### src/rtl/adc_pkg.sv
// Shared types and frame geometry for the ADC SPI reader.
// The 16-bit frame carries 4 leading zero bits followed by 12 data bits.
package adc_pkg;

   localparam int FrameBits = 16;
   localparam int DataBits  = 12;
   localparam int LeadBits  = 4;

   typedef logic [2:0] state_t;

   localparam state_t IDLE  = 3'd0;
   localparam state_t SETUP = 3'd1;
   localparam state_t SHIFT = 3'd2;
   localparam state_t DONE  = 3'd3;
   localparam state_t QUIET = 3'd4;

endpackage

### src/rtl/adc_spi_reader_if.sv
// Serial pins between the reader (master) and the ADC (slave).
interface adc_spi_reader_if;

   logic adc_cs_no;
   logic adc_sclk_o;
   logic adc_sdata_i;

   modport master (output adc_cs_no, output adc_sclk_o, input adc_sdata_i);
   modport slave  (input adc_cs_no, input adc_sclk_o, output adc_sdata_i);

endinterface

### src/rtl/adc_sclk_div.sv
// Half-period tick generator: tick_o is high on every ClkDiv-th cycle after clr_i drops.
module adc_sclk_div #(
   parameter int unsigned ClkDiv = 2
) (
   input  logic clk_i,
   input  logic rst_ni,
   input  logic clr_i,
   output logic tick_o
);

   localparam logic [3:0] Last = 4'(ClkDiv - 1);

   logic [3:0] cnt_q;

   assign tick_o = (cnt_q == Last);

   // Counter restarts on the tick itself, so it never wraps past Last.
   always_ff @(posedge clk_i or negedge rst_ni) begin
      if (!rst_ni) begin
         cnt_q <= '0;
      end else if (clr_i || tick_o) begin
         cnt_q <= '0;
      end else begin
         cnt_q <= cnt_q + 4'd1;
      end
   end

endmodule

### src/rtl/adc_spi_reader.sv
// Reads one 16-bit frame from an SPI ADC per trigger (CPOL=1, capture on SCLK rise).
// All outputs come straight from flops; the frame FSM owns the shift and output registers.
module adc_spi_reader
   import adc_pkg::*;
#(
   parameter int unsigned ClkDiv      = 2,
   parameter int unsigned QuietCycles = 4
) (
   input  logic                clk_i,
   input  logic                rst_ni,
   input  logic                trigger_i,
   output logic                eoc_o,
   output logic [DataBits-1:0] data_o,
   output logic                frame_err_o,
   output logic                busy_o,
   output logic                overrun_o,
   adc_spi_reader_if.master    spi
);

   state_t               state_q;
   logic                 cs_n_q;
   logic                 sclk_q;
   logic [FrameBits-1:0] frame_q;
   logic [3:0]           bit_cnt_q;
   logic [7:0]           quiet_cnt_q;
   logic                 tick;

   assign spi.adc_cs_no  = cs_n_q;
   assign spi.adc_sclk_o = sclk_q;

   adc_sclk_div #(.ClkDiv(ClkDiv)) u_div (
      .clk_i  (clk_i),
      .rst_ni (rst_ni),
      .clr_i  (!(state_q == SETUP || state_q == SHIFT)),
      .tick_o (tick)
   );

   always_ff @(posedge clk_i or negedge rst_ni) begin
      if (!rst_ni) begin
         state_q     <= IDLE;
         cs_n_q      <= 1'b1;
         sclk_q      <= 1'b1;
         busy_o      <= 1'b0;
         eoc_o       <= 1'b0;
         frame_err_o <= 1'b0;
         overrun_o   <= 1'b0;
         data_o      <= '0;
         frame_q     <= '0;
         bit_cnt_q   <= '0;
         quiet_cnt_q <= '0;
      end else begin
         eoc_o       <= 1'b0;
         frame_err_o <= 1'b0;
         overrun_o   <= trigger_i && (state_q != IDLE);
         case (state_q)
            IDLE: begin
               if (trigger_i) begin
                  state_q   <= SETUP;
                  cs_n_q    <= 1'b0;
                  busy_o    <= 1'b1;
                  bit_cnt_q <= '0;
                  frame_q   <= '0;
               end
            end
            SETUP: begin
               if (tick) begin
                  state_q <= SHIFT;
                  sclk_q  <= 1'b0;
               end
            end
            SHIFT: begin
               // Low half ends with the rising edge and the capture; high half ends the bit.
               if (tick) begin
                  if (!sclk_q) begin
                     sclk_q  <= 1'b1;
                     frame_q <= {frame_q[FrameBits-2:0], spi.adc_sdata_i};
                  end else if (bit_cnt_q == 4'(FrameBits - 1)) begin
                     state_q     <= DONE;
                     cs_n_q      <= 1'b1;
                     eoc_o       <= 1'b1;
                     data_o      <= frame_q[DataBits-1:0];
                     frame_err_o <= |frame_q[FrameBits-1 -: LeadBits];
                     quiet_cnt_q <= '0;
                  end else begin
                     bit_cnt_q <= bit_cnt_q + 4'd1;
                     sclk_q    <= 1'b0;
                  end
               end
            end
            DONE: begin
               state_q <= QUIET;
            end
            QUIET: begin
               if (quiet_cnt_q == 8'(QuietCycles - 1)) begin
                  state_q <= IDLE;
                  busy_o  <= 1'b0;
               end else begin
                  quiet_cnt_q <= quiet_cnt_q + 8'd1;
               end
            end
            default: begin
               state_q <= IDLE;
               cs_n_q  <= 1'b1;
               sclk_q  <= 1'b1;
               busy_o  <= 1'b0;
            end
         endcase
      end
   end

endmodule

### src/flat_wrapper.sv
// flat-port wrapper written by rule: the top's interface ports become plain ports
module adc_spi_reader_flat import adc_pkg::*;
#(
   parameter int unsigned ClkDiv      = 2,
   parameter int unsigned QuietCycles = 4
)
  (clk_i, rst_ni, trigger_i, eoc_o, data_o, frame_err_o, busy_o, overrun_o, spi_adc_cs_no, spi_adc_sclk_o, spi_adc_sdata_i);
  adc_spi_reader_if spi_i ();
  input  logic clk_i;
  input  logic rst_ni;
  input  logic trigger_i;
  output logic eoc_o;
  output logic [DataBits-1:0] data_o;
  output logic frame_err_o;
  output logic busy_o;
  output logic overrun_o;
  output wire logic [$bits(spi_i.adc_cs_no)-1:0] spi_adc_cs_no;
  output wire logic [$bits(spi_i.adc_sclk_o)-1:0] spi_adc_sclk_o;
  input wire logic [$bits(spi_i.adc_sdata_i)-1:0] spi_adc_sdata_i;
  assign spi_adc_cs_no = spi_i.adc_cs_no;
  assign spi_adc_sclk_o = spi_i.adc_sclk_o;
  assign spi_i.adc_sdata_i = spi_adc_sdata_i;
  adc_spi_reader #(.ClkDiv(ClkDiv), .QuietCycles(QuietCycles)) u_core (.clk_i(clk_i), .rst_ni(rst_ni), .trigger_i(trigger_i), .eoc_o(eoc_o), .data_o(data_o), .frame_err_o(frame_err_o), .busy_o(busy_o), .overrun_o(overrun_o), .spi(spi_i));
endmodule
### config.mk
export PLATFORM = sky130hd
export DESIGN_NAME = adc_spi_reader_flat
export DESIGN_NICKNAME = d
export VERILOG_FILES = /design/src/rtl/adc_pkg.sv /design/src/rtl/adc_spi_reader_if.sv /design/src/rtl/adc_sclk_div.sv /design/src/rtl/adc_spi_reader.sv /design/src/flat_wrapper.sv
export SDC_FILE = /design/constraint.sdc
export NUM_CORES = 1
export LEC_CHECK = 0
export BUFFER_PORTS_ARGS = -buffer_cell sky130_fd_sc_hd__clkbuf_2
export CELL_PAD_IN_SITES_DETAIL_PLACEMENT = 1
export CELL_PAD_IN_SITES_GLOBAL_PLACEMENT = 1
export CORE_AREA = 4 4 54 104
export DETAILED_ROUTE_END_ITERATION = 8
export DIE_AREA = 0 0 58 108
export GPL_ROUTABILITY_DRIVEN = 0
export PLACE_DENSITY_LB_ADDON = 0.1
export SLEW_MARGIN = 20
export SYNTH_ARGS = -nofsm -noshare
export SYNTH_HDL_FRONTEND = slang
export SYNTH_SLANG_ARGS = --single-unit
### constraint.sdc
create_clock -name clk_i -period 5.9 [get_ports clk_i]
set_clock_uncertainty 0.1 [all_clocks]
set_input_delay 0.295 -clock clk_i [delete_from_list [all_inputs] [get_ports clk_i]]
set_output_delay 0.295 -clock clk_i [all_outputs]
set_load 0.01 [all_outputs]
Word-level counts from Yosys, hierarchy flattened
Index checks and enable logic that the tools add are counted.

cells by class
  add/sub/neg operators = 3
  $mul = 0
  div/mod/pow operators = 0
  magnitude comparators = 0
  equal/unequal tests = 16
  shift-type cells = 0
  multiplexer cells = 42
  bitwise logic cells = 3
  reductions and logical operators = 20

operator list
  kind                 count
  $mux 16              3
  $mux 8               4
  $pmux 16 s2          1
  $mux 4               5
  $mux 3               6
  $mux 1               17
  $pmux 8 s2           1
  $pmux 3 s5           1
  $reduce_and 5->1     3
  $ne 2x2->1 const B   7
  $pmux 1 s3           3
  $reduce_or 3->1      3
  $add 4x1->4 const B  2
  $add 8x1->8 const B  1
  $eq 8x2->1 const B   1
  $pmux 4 s2           1
  $reduce_and 4->1     2
  $eq 3x2->1 const B   2
  $reduce_and 3->1     2
  $reduce_and 6->1     1
  $eq 4x1->1 const B   1
  $eq 4x4->1 const B   1
  $ne 2x1->1 const B   2
  $reduce_bool 2->1    2
  other kinds (9)      12

word-level totals
  flip-flop bits (word level) = 53
  bits in latches = 0
  bits in writable memories = 0
  ROM bits = 0
  input port bits = 4
  output and inout port bits = 18
  word-level logic and storage cells = 96
  memories kept = 0

Depth between registers and ports, before layout
  depth in word-level cells = 5
  depth in mapped cells = 8
  mapped depth without buffers = 6

Cells and area by module
From an unflattened synthesis, not the netlist that was laid out.

second synthesis, totals
  cell total of the unflattened synthesis = 231
  area, all modules = 2409.8 um^2

by module, submodules not included
  module          instances  cells an instance  area an instance (um^2)  seq. area each (um^2)
  adc_spi_reader  1          214                2217.1                   1228.7
  adc_sclk_div    1          17                 192.7                    100.1

Worst setup path after synthesis
Ideal clock, no wire load.

  path kind = register to register
  start = register u_core.u_div.cnt_q[1]
  end = register u_core.quiet_cnt_q[3]
  setup time = 0.124 ns
  data arrival time = 1.961 ns
  data required time = 5.676 ns
  path slack = 3.715 ns
  stages on the path, launching flop included = 9
  path buffers = 2
  period minus slack after synthesis = 2.185 ns
  cells stage by stage = dfrtp_1 -> inv_1 -> ha_1 -> or3b_1 -> buf_2 -> or3_4 -> buf_6 -> and2_4 -> a211o_1

on the way
  longest elaborated chain between the ends = 3

ends and longest elaborated chain
  item                        line                  RTL
  start, declared             adc_sclk_div.sv:13    logic [3:0] cnt_q;
  start signal, assigned      adc_sclk_div.sv:24    cnt_q <= cnt_q + 4'd1;
  $eq 4x1->1                  adc_sclk_div.sv:15    assign tick_o = (cnt_q == Last);
  $ne 2x2->1 (no line)        -
  $reduce_and 5->1 (no line)  -
  end signal, assigned        adc_spi_reader.sv:98  quiet_cnt_q <= quiet_cnt_q + 8'd1;
  end, declared               adc_spi_reader.sv:25  logic [7:0] quiet_cnt_q;

Every way passes these cells.
A chain may end at the register's enable or synchronous reset.

Final worst setup path
Ends and elaborated chain as after synthesis.

==> flow_metrics.env <==
export IMPL_tightest_slew_ns=0.706
export IMPL_core_area_um2=4860
export IMPL_status="finished, violations left"
export IMPL_hold_viol_final=7
export IMPL_synthTopCellsByArea="dfrtp_1, a22o_1, mux2_2"
export IMPL_cts_resized=0
export IMPL_final_nets=219
export IMPL_ys_warn_count=0
export IMPL_vias=1580
export IMPL_end_kind="register"
export IMPL_post_cts_buffers=0
export IMPL_reg2reg_to="u_core.quiet_cnt_q[3]$_DFFE_PN0P_"
export IMPL_whs_ns=-0.0103
export IMPL_worstSetupPathType="reg -> reg"
export IMPL_route_detailed_drc=0
export IMPL_synth_avg_cell_area_um2=12.0
export IMPL_hold_buffers=0
export IMPL_ctsRootBufferMaster="clkbuf_8"
export IMPL_finalCriticalPeriod_ns=2.32
export IMPL_drive_gt1_frac=0.245
export IMPL_synth_seq_area_share=0.574
export IMPL_hold_path_class="in -> async"
export IMPL_drt_iter0_markers=20
export IMPL_timing_rr_start="u_core.u_div.cnt_q[1]$_DFF_PN0_"
export IMPL_rrSetupSlack_ns=3.58
export IMPL_htree_levels=2
export IMPL_max_slew_margin=0.529
export IMPL_grt_pass1_wl_mm=8.02
export IMPL_syn_to_final_growth_pct=10.0
export IMPL_synth_simple_area_share=0.139
export IMPL_die_y_um=108
export IMPL_crit_chain="inv_1 > ha_1 > or3b_1 > or3_4 > and2_4 > a211o_1"
export IMPL_arrival_ns=2.41
export IMPL_fmaxAchievable_mhz=430
export IMPL_detail_route_antenna_nets=0
export IMPL_yosysMostFrequentCell="dfrtp_1"
export IMPL_rows=36
export IMPL_port_buffers=21
export IMPL_top_level_ports=22
export IMPL_cts_buffer_depth=2
export IMPL_fin_setup_tns_ns=0
export IMPL_routedWlPerCell_um=17.4
export IMPL_synthArstFlopShare=1.00
export IMPL_setup_violations=0
export IMPL_design_area_um2=2540
export IMPL_critPathSlowestCell="or3_4"
export IMPL_synth_area_mux_share=0.0676
export IMPL_p_leak_uw=0.00124
export IMPL_yosysTopAreaCell="dfrtp_1"
export IMPL_start_util=0.476
export IMPL_clkLatencyLatePin_ns=0.30
export IMPL_yosys_area_share_adder=0.0216
export IMPL_synth_top_area_frac=0.552
export IMPL_dpl_hpwl_mm=3.32
export IMPL_clock_sinks=53
export IMPL_numCtsBuffers=5
export IMPL_path_clk_slew_ns=0.09
export IMPL_violations="negative hold slack"
export IMPL_critical_path_top_delay_family="simple AND/OR/NAND/NOR gates"
export IMPL_synth_xor_area_frac=0.0227
export IMPL_synth_compound_area_frac=0.145
export IMPL_synth_seq_cells=53
export IMPL_synth_edf_count=0
export IMPL_reg2reg_depth=6
export IMPL_syn_inst=192
export IMPL_totalWireLength_mm=4.69
export IMPL_start_kind="register"
export IMPL_antenna_found_initial=0
export IMPL_maxCapViolations=0
export IMPL_placedCellCount=261
export IMPL_vdd_drop_max_mv=0.267
export IMPL_slew_viol_final=0
export IMPL_dr_pass1_iters=4
export IMPL_dieArea_um2=6260
export IMPL_tritoncts="built"
export IMPL_syn_area_um2=2310
export IMPL_synth_top_family_by_area="compound AO/OA/AOI/OAI gates"
export IMPL_fin_crit_sh=0.394
export IMPL_max_stage_delay_ns=0.56
export IMPL_grt_util_all_layers=0.165
export IMPL_crit_required_ns=5.99
export IMPL_antenna_cells=0
export IMPL_routed_via_density=5.87
export IMPL_finish_utilization=0.523
export IMPL_place_area_um2=2450
export IMPL_synth_nets=200
export IMPL_layoutNonFillerInstCount=269
export IMPL_grt_setup_unrepaired="no"
export IMPL_path_buf_inv=1
export IMPL_synth_cell_types=45
export IMPL_critPathMaxFanout=20
export IMPL_grt_overflow=0
export IMPL_synthTopCellsByCount="dfrtp_1, a22o_1, mux2_2, nand2_1, nor2_1"
export IMPL_power_density_nw_per_um2=347
export IMPL_synth_flop_cell="dfrtp_1"
export IMPL_die_w_um=58
export IMPL_grt_max_degree=54
export IMPL_first_global_vias=1690
==> worst max path at each step <==
stage          cells after the start  slack (ns)                                end                            start
6_report                           6        3.58  u_core.quiet_cnt_q[3]$_DFFE_PN0P_  u_core.u_div.cnt_q[1]$_DFF_PN0_
4_1_cts                            5        3.51      u_core.frame_q[5]$_DFFE_PN0P_  u_core.u_div.cnt_q[0]$_DFF_PN0_
3_5_place_dp                       5        3.54      u_core.frame_q[4]$_DFFE_PN0P_  u_core.u_div.cnt_q[0]$_DFF_PN0_
3_3_place_gp                       6        3.63  u_core.quiet_cnt_q[3]$_DFFE_PN0P_  u_core.u_div.cnt_q[1]$_DFF_PN0_
2_1_floorplan                      8        3.71  u_core.quiet_cnt_q[3]$_DFFE_PN0P_  u_core.u_div.cnt_q[1]$_DFF_PN0_
5_1_grt                            6        3.46  u_core.quiet_cnt_q[3]$_DFFE_PN0P_  u_core.u_div.cnt_q[1]$_DFF_PN0_
==> worst register-to-register path: stages (launching register included) <==
cell and delay, ns:
dfrtp_1 0.41, inv_1 0.06, ha_1 0.14, or3b_1 0.45, or3_4 0.56, and2_4 0.21
a211o_1 0.29
==> flip-flops by register name, summed over array words and instances, names as in the netlist <==
signal                 count
u_core.frame_q            16
u_core.data_o             12
u_core.quiet_cnt_q         8
u_core.bit_cnt_q           4
u_core.u_div.cnt_q         4
u_core.state_q             3
u_core.busy_o              1
u_core.eoc_o               1
u_core.frame_err_o         1
u_core.overrun_o           1
u_core.spi.adc_cs_no       1
u_core.spi.adc_sclk_o      1
==> per-layer routing <==
metal | track usage | up-vias | wire (um)
li1 | - | 733 | -
met1 | 0.203 | 824 | 1910
met2 | 0.286 | 16 | 2620
met3 | 0.0215 | 7 | 80
met4 | 0.0647 | 0 | 84
met5 | 0 | - | 0
==> report_power, final <==
part           switching [uW]  internal (uW)
Sequential               65.9            401
Clock                     117           84.3
Combinational             127           87.9
Total                     311            574
==> cells by family after synthesis <==
logic type	Yosys count
simple gates	59
flops	53
compound gates	41
buf+inv	15
mux	14
xor+xnor	6
fa+ha+maj	4
==> layout by cell type (no fill, tap or decap), types with 2 or more instances in the layout <==
master / synthesis / routed
ha_1: 4 / 4
a22o_1: 19 / 19
nor3_1: 5 / 5
nand3_1: 8 / 8
nor2b_1: 2 / 2
buf_4: 0 / 2
o21ai_0: 3 / 3
clkbuf_2: 0 / 21
or3b_1: 2 / 2
dfstp_2: 2 / 2
nor4_1: 2 / 2
nor2_1: 13 / 13
clkbuf_8: 0 / 5
and3_1: 3 / 3
a21oi_1: 5 / 5
mux2_2: 13 / 13
xnor2_1: 4 / 4
xor2_1: 2 / 2
nand2_1: 13 / 13
inv_1: 4 / 4
o31ai_1: 2 / 2
nand4_1: 2 / 2
dfrtp_1: 51 / 51
==> cell type report <==
type | count | area, um^2
clock buffer | 5 | 68.8
clock inverter | 3 | 21.3
fill | 532 | 2320
inverter | 4 | 15.0
multi-input combinational | 124 | 920
sequential | 53 | 1330
tap | 57 | 71.3
timing repair buffer | 23 | 120
==> through the flow <==
stage          hold WS, ns  worst slack [ns]  power (uW)
2_1_floorplan       -0.101              3.71         623
5_1_grt             0.0514              3.46         944
3_3_place_gp         0.345              3.63         672
3_5_place_dp         0.359              3.54         692
4_1_cts             0.0201              3.51         899
6_report           -0.0103              3.58         884
(Power assumes the default switching activity.)
